### src/rtl/res_ttl_test_sched.sv
// Round-robin TTL response sequencer: per enabled channel, drive a test square wave, count
// returned falling edges over a clk_1Mz-timed gate and latch pass/fail.
// Optional crosstalk check: define RES_TTL_CROSSTALK_CHK_EN.
`timescale 1ns/1ps
module res_ttl_test_sched #(
  parameter int unsigned N_CH         = 8,
  parameter int unsigned ETALON       = 50,
  parameter int unsigned TOL          = 3,
  parameter int unsigned HALF_PER     = 100,
  parameter int unsigned GATE_TICKS   = 100,
  parameter int unsigned SETTLE_TICKS = 2
) (
  input  logic            clk_100Mz,
  input  logic            rst_n,
  input  logic            clk_1Mz,
  input  logic            start,
  input  logic            abort,
  input  logic [N_CH-1:0] chan_mask,
  input  logic [N_CH-1:0] res_ttl_in,
  output logic [N_CH-1:0] res_ttl_out,
  output logic [N_CH-1:0] active_channel_res_ttl,
  output logic [N_CH-1:0] fail_mask,
`ifdef RES_TTL_CROSSTALK_CHK_EN
  output logic [N_CH-1:0] crosstalk_err,
`endif
  output logic            busy,
  output logic            done,
  output logic [2:0]      cur_ch,
  output logic [7:0]      last_cnt
);

  localparam int unsigned HP_W   = (HALF_PER > 1) ? $clog2(HALF_PER) : 1;
  localparam int unsigned TK_MAX = (GATE_TICKS > SETTLE_TICKS) ? GATE_TICKS : SETTLE_TICKS;
  localparam int unsigned TK_W   = (TK_MAX > 1) ? $clog2(TK_MAX) : 1;

  typedef enum logic [2:0] {
    S_IDLE, S_SELECT, S_SETTLE, S_MEASURE, S_JUDGE, S_NEXT, S_DONE
  } state_t;

  state_t          state;
  logic [2:0]      ch;
  logic [N_CH-1:0] mask;
  logic [HP_W-1:0] half_cnt;
  logic [TK_W-1:0] tick_cnt;
  logic [7:0]      cnt;
  logic [2:0]      clk_sh;
  logic [N_CH-1:0] in_s1, in_s2, in_prev;

  logic            tick_c;
  logic [N_CH-1:0] fall_c;
  logic            edge_c;
  logic            in_win_c;
  logic            wave_flip_c;

  // Synchronised edge detectors: {prev,cur} = {flop3,flop2}
  assign tick_c      = (clk_sh[2:1] == 2'b01);
  assign fall_c      = in_prev & ~in_s2;
  assign edge_c      = fall_c[ch];
  assign in_win_c    = (cnt > 8'(ETALON - TOL)) && (cnt < 8'(ETALON + TOL));
  assign wave_flip_c = (half_cnt == HP_W'(HALF_PER - 1));
  assign cur_ch      = ch;

`ifdef RES_TTL_CROSSTALK_CHK_EN
  logic            xt;
  logic [N_CH-1:0] sel_c;
  assign sel_c = N_CH'(1) << ch;
`endif

  always_ff @(posedge clk_100Mz or negedge rst_n) begin
    if (!rst_n) begin
      state                  <= S_IDLE;
      ch                     <= '0;
      mask                   <= '0;
      half_cnt               <= '0;
      tick_cnt               <= '0;
      cnt                    <= '0;
      clk_sh                 <= '0;
      in_s1                  <= '0;
      in_s2                  <= '0;
      in_prev                <= '0;
      res_ttl_out            <= '0;
      active_channel_res_ttl <= '0;
      fail_mask              <= '0;
      busy                   <= 1'b0;
      done                   <= 1'b0;
      last_cnt               <= '0;
`ifdef RES_TTL_CROSSTALK_CHK_EN
      xt                     <= 1'b0;
      crosstalk_err          <= '0;
`endif
    end else begin
      clk_sh  <= {clk_sh[1:0], clk_1Mz};
      in_s1   <= res_ttl_in;
      in_s2   <= in_s1;
      in_prev <= in_s2;
      done    <= 1'b0;

      if (abort && state != S_IDLE) begin
        // Abort keeps judged flags; no done pulse
        state       <= S_IDLE;
        busy        <= 1'b0;
        res_ttl_out <= '0;
      end else begin
        // Test wave runs continuously through settle and gate
        if (state == S_SETTLE || state == S_MEASURE) begin
          if (wave_flip_c) begin
            half_cnt        <= '0;
            res_ttl_out[ch] <= ~res_ttl_out[ch];
          end else begin
            half_cnt <= half_cnt + 1'b1;
          end
        end

        case (state)
          S_IDLE: begin
            if (start) begin
              mask                   <= chan_mask;
              active_channel_res_ttl <= '0;
              fail_mask              <= '0;
              last_cnt               <= '0;
`ifdef RES_TTL_CROSSTALK_CHK_EN
              crosstalk_err          <= '0;
`endif
              busy                   <= 1'b1;
              ch                     <= '0;
              state                  <= S_SELECT;
            end
          end
          S_SELECT: begin
            half_cnt    <= '0;
            tick_cnt    <= '0;
            res_ttl_out <= '0;
`ifdef RES_TTL_CROSSTALK_CHK_EN
            xt          <= 1'b0;
`endif
            state       <= mask[ch] ? S_SETTLE : S_NEXT;
          end
          S_SETTLE: begin
            if (tick_c) begin
              if (tick_cnt == TK_W'(SETTLE_TICKS - 1)) begin
                tick_cnt <= '0;
                cnt      <= '0;
                state    <= S_MEASURE;
              end else begin
                tick_cnt <= tick_cnt + 1'b1;
              end
            end
          end
          S_MEASURE: begin
            // Edge on the closing tick cycle is still counted
            if (edge_c && cnt != 8'hFF) cnt <= cnt + 8'd1;
`ifdef RES_TTL_CROSSTALK_CHK_EN
            if ((fall_c & ~sel_c) != '0) xt <= 1'b1;
`endif
            if (tick_c) begin
              if (tick_cnt == TK_W'(GATE_TICKS - 1)) begin
                tick_cnt <= '0;
                state    <= S_JUDGE;
              end else begin
                tick_cnt <= tick_cnt + 1'b1;
              end
            end
          end
          S_JUDGE: begin
            last_cnt    <= cnt;
            res_ttl_out <= '0;
`ifdef RES_TTL_CROSSTALK_CHK_EN
            if (in_win_c && !xt) active_channel_res_ttl[ch] <= 1'b1;
            else                 fail_mask[ch]              <= 1'b1;
            if (xt) crosstalk_err[ch] <= 1'b1;
`else
            if (in_win_c) active_channel_res_ttl[ch] <= 1'b1;
            else          fail_mask[ch]              <= 1'b1;
`endif
            state <= S_NEXT;
          end
          S_NEXT: begin
            if (ch == 3'(N_CH - 1)) begin
              state <= S_DONE;
            end else begin
              ch    <= ch + 1'b1;
              state <= S_SELECT;
            end
          end
          S_DONE: begin
            done  <= 1'b1;
            busy  <= 1'b0;
            state <= S_IDLE;
          end
          default: state <= S_IDLE;
        endcase
      end
    end
  end

endmodule

### config.mk
export PLATFORM = sky130hd
export DESIGN_NAME = res_ttl_test_sched
export DESIGN_NICKNAME = d
export VERILOG_FILES = /design/src/rtl/res_ttl_test_sched.sv
export SDC_FILE = /design/constraint.sdc
export NUM_CORES = 1
export LEC_CHECK = 0
export CORE_MARGIN = 2
export CORE_UTILIZATION = 40
export DETAILED_ROUTE_END_ITERATION = 8
export PLACE_DENSITY = 0.59
export SYNTH_ARGS = -nofsm -noshare
export SYNTH_HDL_FRONTEND = slang
export SYNTH_SLANG_ARGS = --single-unit
### constraint.sdc
create_clock -name clk_100Mz -period 2.3 [get_ports clk_100Mz]
set_input_delay 0.23 -clock clk_100Mz [delete_from_list [all_inputs] [get_ports clk_100Mz]]
set_output_delay 0.23 -clock clk_100Mz [all_outputs]
set_load 0.01 [all_outputs]
==> summary.txt <==
Status
  • Outcome: finished clean

Placement
  • Dpl cells: 650
  • Placed inst area: 5375 um^2
  • HPWL Detailed: 7322 um
  • Port buffer count: 57
  • RD Place Congestion: 0.8860

Yosys
  • Yosys reg bits: 97
  • Synthesized net count: 470
  • Fraction of registers with async set/reset: 1.000
  • Average cell area after synthesis: 10.18 um^2
  • Mapped Area: 4501 um^2
  • Post-synthesis cell count: 442
  • Sequential area share after synthesis: 0.5393
  • Post-synth EDFFs: 0
  • Cell with the most instances after synthesis: dfrtp_1
  • Most used DFF post-synth: dfrtp_1
  • Top cell type's share of synthesized area: 0.5393
  • Synth area leaders: dfrtp_1 (54%), nand2_1 (5.3%), nor2_1 (4.3%)
  • Ys Warns: 0
  • Netlist cell types: 61
  • Synth area leader: dfrtp_1
  • Most instantiated cells after synthesis: dfrtp_1 (97), nand2_1 (63), nor2_1 (51)

GRT
  • Number of global-route vias before repair: 3557
  • Gr ovfl total: 0
  • First-pass GRT wire length: 17480 um
  • GRT Total Usage: 0.1902
  • GR Util met3: 0.04586
  • M1 GR Usage: 0.2607
  • Largest net degree at the start of global routing: 44
  • Grt peak-use layer: met2
  • Met2 Use GR: 0.2901
  • Initial antenna violation count: 0

Critical path
  • Crit path from: cur_ch[0]
  • Crit. End Element: flop
  • Setup crit start kind: flop
  • Worst reg-to-reg setup slack: 260 ps
  • Data arrival time of the worst path: 2360 ps
  • WP data required: 2620 ps
  • Critical R2R Capture: cnt[6]
  • R2R Path Start: cur_ch[0]
  • Critical Path End: cnt[6]
  • Cells on worst reg2reg path: 7
  • CP max FO: 9
  • Critical path type: flop to flop

Layout
  • Fin area: 5594 um^2
  • Share of cells above drive strength 1: 0.1288
  • Antenna Cells: 0
  • Area of the multi-input gates: 1934 um^2
  • NumNets Final: 551
  • P&R area growth vs syn: 24.30%
  • Layout Utilization: 0.5138
  • Reg area: 2427 um^2
  • Post-Layout Cell Count: 668
  • Fillers: 1017

STA
  • Setup TNS: 0 ps
  • Least-Margin Pin Slew: 589.1 ps
  • Min cycle time layout: 2042 ps
  • Final setup violating endpoints: 0
  • Clock Skew: 9.199 ps
  • Unrepaired setup endpoints after global routing: no
  • Final Max Slew Viols: 0
  • Worst rel slew slack: 0.6063
  • F_max: 489.7 MHz
  • Fin crit share: 0.8878
  • Final hold vios: 0

Clocking
  • CTS Buf Count: 9
  • Clock tree buffer depth: 2
  • TritonCTS clock tree: built
  • Reg clk slew, reported paths: 100 ps
  • Clock Sinks: 97
  • Cts repair resizes: 0
  • Clock latency reported for the late side of the worst-skew pair: 390 ps
  • # H-tree levels: 3
  • Cell at the root of the clock tree: clkbuf_8

Detailed routing
  • Vias per inst: 5.211
  • Wire length per cell: 15.36 um
  • DRT antenna net count: 0
  • DRT iter0 DRCs: 124
  • Drt pass-1 iters: 4
  • Final WL: 10260 um
  • Vias: 3481
  • DRC viols: 0

Floorplanning
  • Die X-Extent: 110.1 um
  • Core area: 10890 um^2
  • IO Pins: 58
  • Initial Util: 0.4134
  • Chip height: 110.1 um
  • Rows: 38
  • Die area: 12120 um^2

Power and ir drop
  • Leakage power: 0.002459 uW
  • Worst vdd ir: 0.6660 mV
  • Pwr dens: 914.2 nW/um^2

Run
  • Max-cap viol count: 0

Hold path
  • HP Class: primary input to flop
[worst min path at each step]
stage                  startpoint                        end  slack, ps  cells past startpoint
floorplan                   rst_n  active_channel_res_ttl[0]        -70                      0
global placement            rst_n                  clk_sh[1]        250                      1
detailed placement          rst_n                  clk_sh[1]        250                      1
CTS                 res_ttl_in[7]                   in_s1[7]        250                      1
global route        res_ttl_in[1]                   in_s1[1]        270                      1
finish              res_ttl_in[1]                   in_s1[1]        270                      1
[cell families after synthesis]
kind of cell	share of synthesized area
mux	0.04782
xor+xnor	0.01168
flops	0.5393
compound gates	0.1271
buf+inv	0.03086
fa+ha+maj	0.01946
simple gates	0.2238
[critical path: stages, from the launching register on]
cell and delay [ps]:
dfrtp_1 450, buf_4 200, and3b_1 170, o21ai_0 120, or4b_1 520, buf_4 210
nand3_1 100, mux2i_1 190
[routing by layer]
metal | wire, um | share of wire
met5 | 0 | 0
met2 | 4694 | 0.46
met1 | 4892 | 0.48
met4 | 189 | 0.018
met3 | 486 | 0.047
[registers in the layout (all words and copies together), names as in the netlist]
signal	cells
fail_mask	8
active_channel_res_ttl	8
in_prev	8
last_cnt	8
cnt	8
clk_sh	3
state	3
res_ttl_out	8
half_cnt	7
busy	1
in_s2	8
mask	8
cur_ch	3
tick_cnt	7
done	1
in_s1	8
[timing repair]
| action | in CTS | in global routing |
|---|---|---|
| setup buffers | 0 | 1 |
| endpoints found under the hold margin | 40 | 0 |
| hold buffers | 1 | 0 |
| endpoints found under the setup margin | 0 | 2 |
[per-stage QoR]
step	worst slack (ps)	hold slack [ps]	total power [uW]
floorplan	288.0	-65.59	3306
global placement	263.4	247.0	3951
detailed placement	229.4	248.3	3987
CTS	139.2	253.0	5167
global route	126.5	266.0	5481
finish	258.1	269.0	5114
[report_power, final]
group          internal (uW)  total, uW  switching (uW)
registers               1950       2160             214
clock network            512       1160             644
logic                    762       1800            1040
total                   3220       5110            1890
[placed cells by master, fill, tap and decap left out, types with 12 or more instances in the layout]
cell and n:
dfrtp_1 97, nand2_1 63, clkdlybuf4s50_1 56, nor2_1 51, buf_4 32, a21oi_1 31, mux2i_1 17, o21ai_0 16
nand3_1 13, inv_1 12
[layout make-up]
class                           count  share of cell area
Clock buffer                        9             0.02214
Clock inverter                      7             0.01387
Inverter                           12            0.008052
Multi-Input combinational cell    314              0.3458
Sequential cell                    97              0.4339
Tap cell                          140             0.03131
Timing Repair Buffer               89              0.1449
(Power assumes the default switching activity.)
